===== src/rtl/db9_pkg.sv =====
// Shared types for the DB9 Mega Drive pad reader.
// State encoding, DB9 pin indices and the button bundle.
package db9_pkg;

  typedef enum logic [3:0] {
    S_IDLE,
    S_PH0,
    S_PH1,
    S_PH2,
    S_PH3,
    S_PH4,
    S_PH5,
    S_PH6,
    S_PH7,
    S_RECOV
  } state_t;

  localparam int DB9_UP    = 0;
  localparam int DB9_DOWN  = 1;
  localparam int DB9_LEFT  = 2;
  localparam int DB9_RIGHT = 3;
  localparam int DB9_TL    = 4;
  localparam int DB9_TR    = 5;

  typedef struct packed {
    logic up;
    logic down;
    logic left;
    logic right;
    logic a;
    logic b;
    logic c;
    logic start;
    logic mode;
    logic x;
    logic y;
    logic z;
  } db9_btn_t;

  // An absent pad publishes nothing; a 3-button pad has no X/Y/Z/MODE.
  function automatic db9_btn_t btn_mask(
    input db9_btn_t b,
    input logic     pr,
    input logic     six
  );
    db9_btn_t r;
    r = pr ? b : '0;
    if (!six) begin
      r.mode = 1'b0;
      r.x    = 1'b0;
      r.y    = 1'b0;
      r.z    = 1'b0;
    end
    return r;
  endfunction

endpackage


===== src/rtl/db9_sync.sv =====
// 6-bit two-flop synchroniser for the raw DB9 pins.
// Ports: clk, rst_n (async, low), d (raw), q (synchronised); resets to ones.
module db9_sync (
  input  logic       clk,
  input  logic       rst_n,
  input  logic [5:0] d,
  output logic [5:0] q
);

  logic [5:0] meta;

  always_ff @(posedge clk or negedge rst_n) begin
    if (!rst_n) begin
      meta <= '1;
      q    <= '1;
    end else begin
      meta <= d;
      q    <= meta;
    end
  end

endmodule


===== src/rtl/db9_pad_reader.sv =====
// Polls a Mega Drive 3/6-button pad through TH and publishes decoded buttons.
// Ports: CLK, RESET_N, CE, POLL, J3BUT, DB9_IN -> DB9_TH, P_*, PRESENT, SIX_BTN, VALID, BUSY.
module db9_pad_reader
  import db9_pkg::*;
#(
  parameter int SETTLE  = 8,
  parameter int RECOVER = 2048
) (
  input  logic       CLK,
  input  logic       RESET_N,
  input  logic       CE,
  input  logic       POLL,
  input  logic       J3BUT,
  input  logic [5:0] DB9_IN,
  output logic       DB9_TH,
  output logic       P_UP,
  output logic       P_DOWN,
  output logic       P_LEFT,
  output logic       P_RIGHT,
  output logic       P_A,
  output logic       P_B,
  output logic       P_C,
  output logic       P_START,
  output logic       P_MODE,
  output logic       P_X,
  output logic       P_Y,
  output logic       P_Z,
  output logic       PRESENT,
  output logic       SIX_BTN,
  output logic       VALID,
  output logic       BUSY
);

  localparam int CMAX = (SETTLE > RECOVER) ? SETTLE : RECOVER;
  localparam int CW   = $clog2(CMAX + 1);
  localparam logic [CW-1:0] SET_LAST = CW'(SETTLE - 1);
  localparam logic [CW-1:0] REC_LAST = CW'(RECOVER - 1);

  state_t          state;
  state_t          nstate;
  logic [CW-1:0]   cnt;
  logic [5:0]      pin;
  logic            pend;
  logic            j3;
  db9_btn_t        sh;
  db9_btn_t        sh_n;
  db9_btn_t        btn;
  logic            pr_sh;
  logic            pr_n;
  logic            six_sh;
  logic            six_n;
  logic            ph_last;
  logic            rec_last;
  logic            start;
  logic            pub;

  db9_sync u_sync (
    .clk   (CLK),
    .rst_n (RESET_N),
    .d     (DB9_IN),
    .q     (pin)
  );

  assign ph_last  = CE && (cnt == SET_LAST);
  assign rec_last = CE && (cnt == REC_LAST);
  assign start    = (state == S_IDLE) && (POLL || pend);
  assign pub      = (nstate == S_RECOV) && (state != S_RECOV);

  always_ff @(posedge CLK or negedge RESET_N) begin
    if (!RESET_N) state <= S_IDLE;
    else          state <= nstate;
  end

  always_comb begin
    nstate = state;
    unique case (state)
      S_IDLE:  if (POLL || pend) nstate = S_PH0;
      S_PH0:   if (ph_last) nstate = S_PH1;
      S_PH1:   if (ph_last) nstate = j3 ? S_RECOV : S_PH2;
      S_PH2:   if (ph_last) nstate = S_PH3;
      S_PH3:   if (ph_last) nstate = S_PH4;
      S_PH4:   if (ph_last) nstate = S_PH5;
      S_PH5:   if (ph_last) nstate = S_PH6;
      S_PH6:   if (ph_last) nstate = S_PH7;
      S_PH7:   if (ph_last) nstate = S_RECOV;
      S_RECOV: if (rec_last) nstate = S_IDLE;
      default: nstate = S_IDLE;
    endcase
  end

  always_comb begin
    DB9_TH = 1'b1;
    BUSY   = 1'b1;
    unique case (state)
      S_IDLE:                     BUSY   = 1'b0;
      S_PH1, S_PH3, S_PH5, S_PH7: DB9_TH = 1'b0;
      default: ;
    endcase
  end

  // Counter restarts on every state change, so a phase never wraps.
  always_ff @(posedge CLK or negedge RESET_N) begin
    if (!RESET_N)                       cnt <= '0;
    else if (nstate != state)           cnt <= '0;
    else if (CE && state != S_IDLE)     cnt <= cnt + 1'b1;
  end

  always_ff @(posedge CLK or negedge RESET_N) begin
    if (!RESET_N)              pend <= 1'b0;
    else if (state == S_IDLE)  pend <= 1'b0;
    else if (POLL)             pend <= 1'b1;
  end

  always_ff @(posedge CLK or negedge RESET_N) begin
    if (!RESET_N)   j3 <= 1'b0;
    else if (start) j3 <= J3BUT;
  end

  // Next shadow contents; the publish path uses these directly so a
  // capture on the RECOV-entry tick is included in the same update.
  always_comb begin
    sh_n  = sh;
    pr_n  = pr_sh;
    six_n = six_sh;
    if (start) begin
      sh_n  = '0;
      pr_n  = 1'b0;
      six_n = 1'b0;
    end else if (ph_last) begin
      unique case (state)
        S_PH0: begin
          sh_n.up    = ~pin[DB9_UP];
          sh_n.down  = ~pin[DB9_DOWN];
          sh_n.left  = ~pin[DB9_LEFT];
          sh_n.right = ~pin[DB9_RIGHT];
          sh_n.b     = ~pin[DB9_TL];
          sh_n.c     = ~pin[DB9_TR];
        end
        S_PH1: begin
          sh_n.a     = ~pin[DB9_TL];
          sh_n.start = ~pin[DB9_TR];
          pr_n       = ~pin[DB9_LEFT] & ~pin[DB9_RIGHT];
        end
        S_PH5: six_n = (pin[3:0] == 4'b0000);
        S_PH6: begin
          if (six_sh) begin
            sh_n.z    = ~pin[DB9_UP];
            sh_n.y    = ~pin[DB9_DOWN];
            sh_n.x    = ~pin[DB9_LEFT];
            sh_n.mode = ~pin[DB9_RIGHT];
          end
        end
        default: ;
      endcase
    end
  end

  always_ff @(posedge CLK or negedge RESET_N) begin
    if (!RESET_N) begin
      sh     <= '0;
      pr_sh  <= 1'b0;
      six_sh <= 1'b0;
    end else begin
      sh     <= sh_n;
      pr_sh  <= pr_n;
      six_sh <= six_n;
    end
  end

  always_ff @(posedge CLK or negedge RESET_N) begin
    if (!RESET_N) begin
      btn     <= '0;
      PRESENT <= 1'b0;
      SIX_BTN <= 1'b0;
      VALID   <= 1'b0;
    end else begin
      VALID <= 1'b0;
      if (pub) begin
        btn     <= btn_mask(sh_n, pr_n, six_n);
        PRESENT <= pr_n;
        SIX_BTN <= pr_n & six_n;
        VALID   <= 1'b1;
      end
    end
  end

  assign P_UP    = btn.up;
  assign P_DOWN  = btn.down;
  assign P_LEFT  = btn.left;
  assign P_RIGHT = btn.right;
  assign P_A     = btn.a;
  assign P_B     = btn.b;
  assign P_C     = btn.c;
  assign P_START = btn.start;
  assign P_MODE  = btn.mode;
  assign P_X     = btn.x;
  assign P_Y     = btn.y;
  assign P_Z     = btn.z;

endmodule


===== config.mk =====
export PLATFORM = sky130hd
export DESIGN_NAME = db9_pad_reader
export DESIGN_NICKNAME = d
export VERILOG_FILES = /design/src/rtl/db9_pkg.sv /design/src/rtl/db9_sync.sv /design/src/rtl/db9_pad_reader.sv
export SDC_FILE = /design/constraint.sdc
export NUM_CORES = 1
export LEC_CHECK = 0
export BUFFER_PORTS_ARGS = -buffer_cell sky130_fd_sc_hd__clkbuf_2
export CORE_ASPECT_RATIO = 0.6
export CORE_MARGIN = 2
export CORE_UTILIZATION = 40
export DETAILED_ROUTE_END_ITERATION = 10
export HOLD_SLACK_MARGIN = 0.1
export PLACE_DENSITY = 0.68
export SLEW_MARGIN = 5
export SYNTH_ARGS = -nofsm -noshare
export SYNTH_HDL_FRONTEND = slang
export SYNTH_SLANG_ARGS = --single-unit

===== constraint.sdc =====
create_clock -name CLK -period 6.3 [get_ports CLK]
set_input_delay 1.26 -clock CLK [delete_from_list [all_inputs] [get_ports CLK]]
set_output_delay 1.26 -clock CLK [all_outputs]
set_load 0.05 [all_outputs]

==> impl_metrics.toml, run 1 <==
[worst_setup_path]
path_max_fanout = 20
critPathCaptureType = "output port"
crit_type = "reg2out"
worstSetupStartpointType = "register"
worst_ep_required_time_ps = 5040
worst_ep_arrival_time_ps = 1990

[global_routing]
grt.total_usage = 0.170
grt_max_degree = 60
grt_pass1_vias = 1806
grt_pass1_wl_mm = 9.09
antenna_found_initial = 0
gr-total-overflow = 0

[drt]
via_count = 1919
drt-total-wl_mm = 5.39
drt_pass1_iterations = 4
via_per_inst = 5.35
wire_per_inst_um = 15.0
drc = 0
ant_nets = 0
drtIter0Drc = 158

[pwr]
p_leak_nw = 1.40
power_density_nw_per_um2 = 330
ir_drop_mv = 0.179

[synth]
synth_edf_count = 0
ys_async_sr_fraction = 1.00
ys_seq_area_frac = 0.568
yosysUniqueCellTypes = 49
syn_nets = 256
netlist_instances = 244
ys_ff_latch = 59
avgSynthCellArea_um2 = 10.8
synth_area_um2 = 2620
ys.flop_type = "dfrtp_1"
synth_warnings = 0

[placement]
place_hpwl_mm = 3.73
pre_cts_ws_ps = 2990
portBuffers = 27
gp_congestion = 0.870

[timing]
finClkSkew_ps = 8.07
setup_tns_ps = 0
fmax_ghz = 0.307
slew_headroom = 0.319
setup_viol = 0
setup_slack_ps = 3050
slew_violations = 0
fin_crit_ps = 3250
finalHoldViolCount = 0
rsz0062_at_grt = "no"
fin_crit_sh = 0.517
worst_slew_pin_slew_ps = 1020

[clock_tree]
clk_latency_ps = 330
cts_made_buffers = 9
clock-root-buffer = "clkbuf_8"
cts_sinks = 59
clock_path_buffers = 2
htreeDepth = 3
cts_resized = 0
path_clk_slew_ps = 70
cts_hold_buf = 0
cts_post_setup_buffers_inserted = 0
cts_tree = "built"

[cells_and_area]
antenna_cells_inserted = 0
most-common-layout-cells = "dfrtp_1, nor2_1, clkbuf_2"
layout.nets = 282
final_common_cell = "dfrtp_1"
area_growth_pct = 13.9
drive_gt1_frac = 0.244

[floorplan]
die_h_um = 66.7
start_util = 0.422
boundaryPins = 28
rows = 22
core_area_um2 = 6220
die_x_um = 109
dieArea_um2 = 7240

[job]
cap_violations = 0

[min_path]
hp-class = "reg2reg"

[outcome]
status = "complete, no violations"
cell usage after synthesis (2+ instances only):
master     n  area [um^2]
a21oi_1    6         30.0
inv_1      5         18.8
nor2_1    34          128
buf_2      2         10.0
o21ai_1    4         20.0
nand4_1    4         25.0
nand2_1   18         67.6
a41o_1     8         80.1
nand3_1   13         65.1
and2_0     8         50.1
nor4_1     5         31.3
nor2b_1    2         12.5
nor3_1     3         15.0
nand3b_1   2         15.0
xor2_1     7         61.3
dfrtp_1   47         1180
mux2i_1    2         20.0
o41ai_1    4         35.0
buf_6      2         22.5
clkbuf_1   9         33.8
nand4b_1   3         26.3
dfstp_2   12          315
xnor2_1    5         43.8
and3_1     3         18.8
o21ai_0    6         30.0
a211oi_1   5         37.5
or4_4      3         33.8
final timing paths:
path / startpoint / endpoint / slack [ps] / cells after the start
max: state[0] / BUSY / 3050 / 3
min: u_sync.meta[0] / u_sync.q[0] / 360 / 0
max reg2reg: cnt[6] / P_UP / 3510 / 6
min reg2reg: u_sync.meta[0] / u_sync.q[0] / 360 / 0
max in group asynchronous: RESET_N / state[2] / 4770 / 2
min in group asynchronous: RESET_N / cnt[11] / 1070 / 2
layer usage:
metal	global-route usage	share of wire	vias up
met5	0	0	-
met3	0.0636	0.064	5
li1	-	-	919
met2	0.224	0.38	62
met1	0.254	0.54	933
met4	0.0481	0.0087	0
critical path, cell delays in order, from the launching register on:
cell      delay [ps]
dfrtp_1          620
nor4_1           580
inv_1            190
clkbuf_2         280
registers in the layout, indices dropped and copies added, names as in the netlist, 4 cells and up:
signal and flops:
sh 12, u_sync.q 6, cnt 12, u_sync.meta 6, state 4
per-stage QoR:
| stage | cell area, um^2 | instances | hold WS [ps] | utilization | power [mW] |
|---|---|---|---|---|---|
| floorplan | 2620 | 244 | 345 | - | 0.626 |
| global placement | 2810 | 343 | 346 | 0.451 | 0.678 |
| detailed placement | 2810 | 343 | 347 | 0.451 | 0.680 |
| CTS | 2990 | 359 | 357 | 0.480 | 0.993 |
| global route | 2990 | 359 | 358 | 0.480 | 1.04 |
| finish | 2990 | 359 | 356 | 0.480 | 0.985 |
cell families after synthesis:
logic type	count (synthesis)	synth area share
DFF	59	0.568
muxes	3	0.0119
adders and majority gates	1	0.00477
and+or+nand+nor	107	0.220
AOI/OAI and AO/OA	42	0.119
xor gates and xnor gates	12	0.0401
buffers and inverters	20	0.0358
power by group:
part	switching (mW)	leakage [nW]	internal [mW]
registers	0.0559	0.765	0.425
logic	0.129	0.546	0.0650
clock network	0.148	0.0884	0.163
total	0.333	1.40	0.653
layout make-up:
class / instances / area (um^2)
Sequential cell: 59 / 1490
Multi-Input combinational cell: 165 / 1040
Inverter: 6 / 22.5
Timing Repair Buffer: 29 / 150
Tap cell: 84 / 105
Clock buffer: 12 / 155
Fill cell: 603 / 3230
Clock inverter: 4 / 25.0
(Power assumes the default switching activity.)
==> run 2, diff against run 1 <==
==> constraint.sdc (replaced) <==
create_clock -name CLK -period 3.05 [get_ports CLK]
set_input_delay 0.61 -clock CLK [delete_from_list [all_inputs] [get_ports CLK]]
set_output_delay 0.61 -clock CLK [all_outputs]
set_load 0.05 [all_outputs]
==> run 2 against run 1 <==
Against the previous run:
- non-clock buffer count is 5 higher
- clock power rose to 2.5 times the previous value
- die area did not move
- utilization up 1.4 points
- cell area increased by 3.0%
- combinational power grew 130%
- clock-buffer cell count unchanged
- cell count up 1.4%
==> impl_metrics.toml, run 2 (synthesis gave the netlist of run 1 again) <==
[timing]
slew_headroom = 0.684
setup_viol = 0
finClkSkew_ps = 11.3
fin_crit_ps = 2720
whs_ps = 270
rsz0062_at_grt = "no"
slew_violations = 0
setup_slack_ps = 326
finalHoldViolCount = 0
fin_crit_sh = 0.893
setup_tns_ps = 0
fmax_ghz = 0.367
worst_slew_pin_slew_ps = 469

[worst_setup_path]
r2r_start = "cnt[6]"
reg2reg_depth = 7
worst_ep_arrival_time_ps = 2940
worstSetupStartpointType = "register"
path_max_fanout = 21
r2r_setup_slack_ps = 330
critPathCaptureType = "register"
worst_ep_required_time_ps = 3270
crit_type = "reg2reg"
worstReg2RegEnd = "P_DOWN"

[cells_and_area]
layout.nets = 287
area_growth_pct = 17.3
antenna_cells_inserted = 0
regArea_um2 = 1490
drive_gt1_frac = 0.254
reg.largest.list = "cnt (12), sh (12)"
fill_cells = 571
final_common_cell = "dfrtp_1"
multi_input_area_um2 = 1040
final_core_util = 0.495
most-common-layout-cells = "dfrtp_1, nor2_1, clkbuf_2"

[clock_tree]
cts_hold_buf = 0
cts_post_setup_buffers_inserted = 0
cts_resized = 0
clock_path_buffers = 2
cts_made_buffers = 9
path_clk_slew_ps = 70
htreeDepth = 3
clk_latency_ps = 330
cts_sinks = 59
clock-root-buffer = "clkbuf_8"
cts_tree = "built"

[floorplan]
boundaryPins = 28
dieArea_um2 = 7240
start_util = 0.422
core_area_um2 = 6220
die_h_um = 66.7
rows = 22
die_x_um = 109

[global_routing]
grt.total_usage = 0.178
antenna_found_initial = 0
grt_max_degree = 60
gr-total-overflow = 0
grt_pass1_vias = 1867
grt_pass1_wl_mm = 9.56

[pwr]
p_leak_nw = 1.44
power_density_nw_per_um2 = 719
total_power_mw = 2.21
ir_drop_mv = 0.323

[drt]
drtIter0Drc = 146
drt-total-wl_mm = 5.69
via_per_inst = 5.31
drc = 0
drt_pass1_iterations = 4
wire_per_inst_um = 15.6
via_count = 1932
ant_nets = 0

[placement]
pre_cts_ws_ps = 366
portBuffers = 27
gp_congestion = 0.866
place_hpwl_mm = 3.83

[min_path]
hp-class = "in2async"

[outcome]
status = "complete, no violations"

[job]
cap_violations = 0
-- run 2: where the power goes --
part           internal (mW)  switching, mW
registers              0.878          0.104
clock network          0.483          0.305
logic                  0.159          0.284
total                   1.52          0.694
-- run 2: area by class of cell --
| type | count | share of cell area |
|---|---|---|
| Sequential cell | 59 | 0.485 |
| Multi-Input combinational cell | 165 | 0.337 |
| Timing Repair Buffer | 34 | 0.0650 |
| Clock buffer | 12 | 0.0472 |
| Tap cell | 84 | 0.0341 |
| Clock inverter | 4 | 0.0244 |
| Inverter | 6 | 0.00732 |
-- run 2: per-stage QoR --
step	cell area [um^2]	std cells
2_1_floorplan	2620	244
3_3_place_gp	2860	348
3_5_place_dp	2860	348
4_1_cts	3080	364
5_1_grt	3080	364
6_report	3080	364
-- run 2: per-layer routing --
metal,vias up,GRT usage,routed length [um]
li1,929,-,-
met1,930,0.274,2980
met2,65,0.226,2270
met3,8,0.0675,377
met4,0,0.0497,61
met5,-,0,0
-- run 2: worst max-delay path by stage --
| stage | from | to | depth (start not counted) |
|---|---|---|---|
| finish | cnt[6] | P_DOWN | 7 |
| global route | cnt[6] | P_LEFT | 7 |
| CTS | cnt[6] | P_DOWN | 7 |
| detailed placement | cnt[6] | P_DOWN | 7 |
| global placement | cnt[6] | P_X | 7 |
| floorplan | cnt[6] | P_A | 8 |
-- run 2: critical path: stages, from the launching register on --
cell and delay (ps):
dfrtp_1 440, or4_4 570, o31ai_1 360, a22oi_1 150
o22ai_1 190, buf_4 270, clkinv_1 300, a41o_1 340
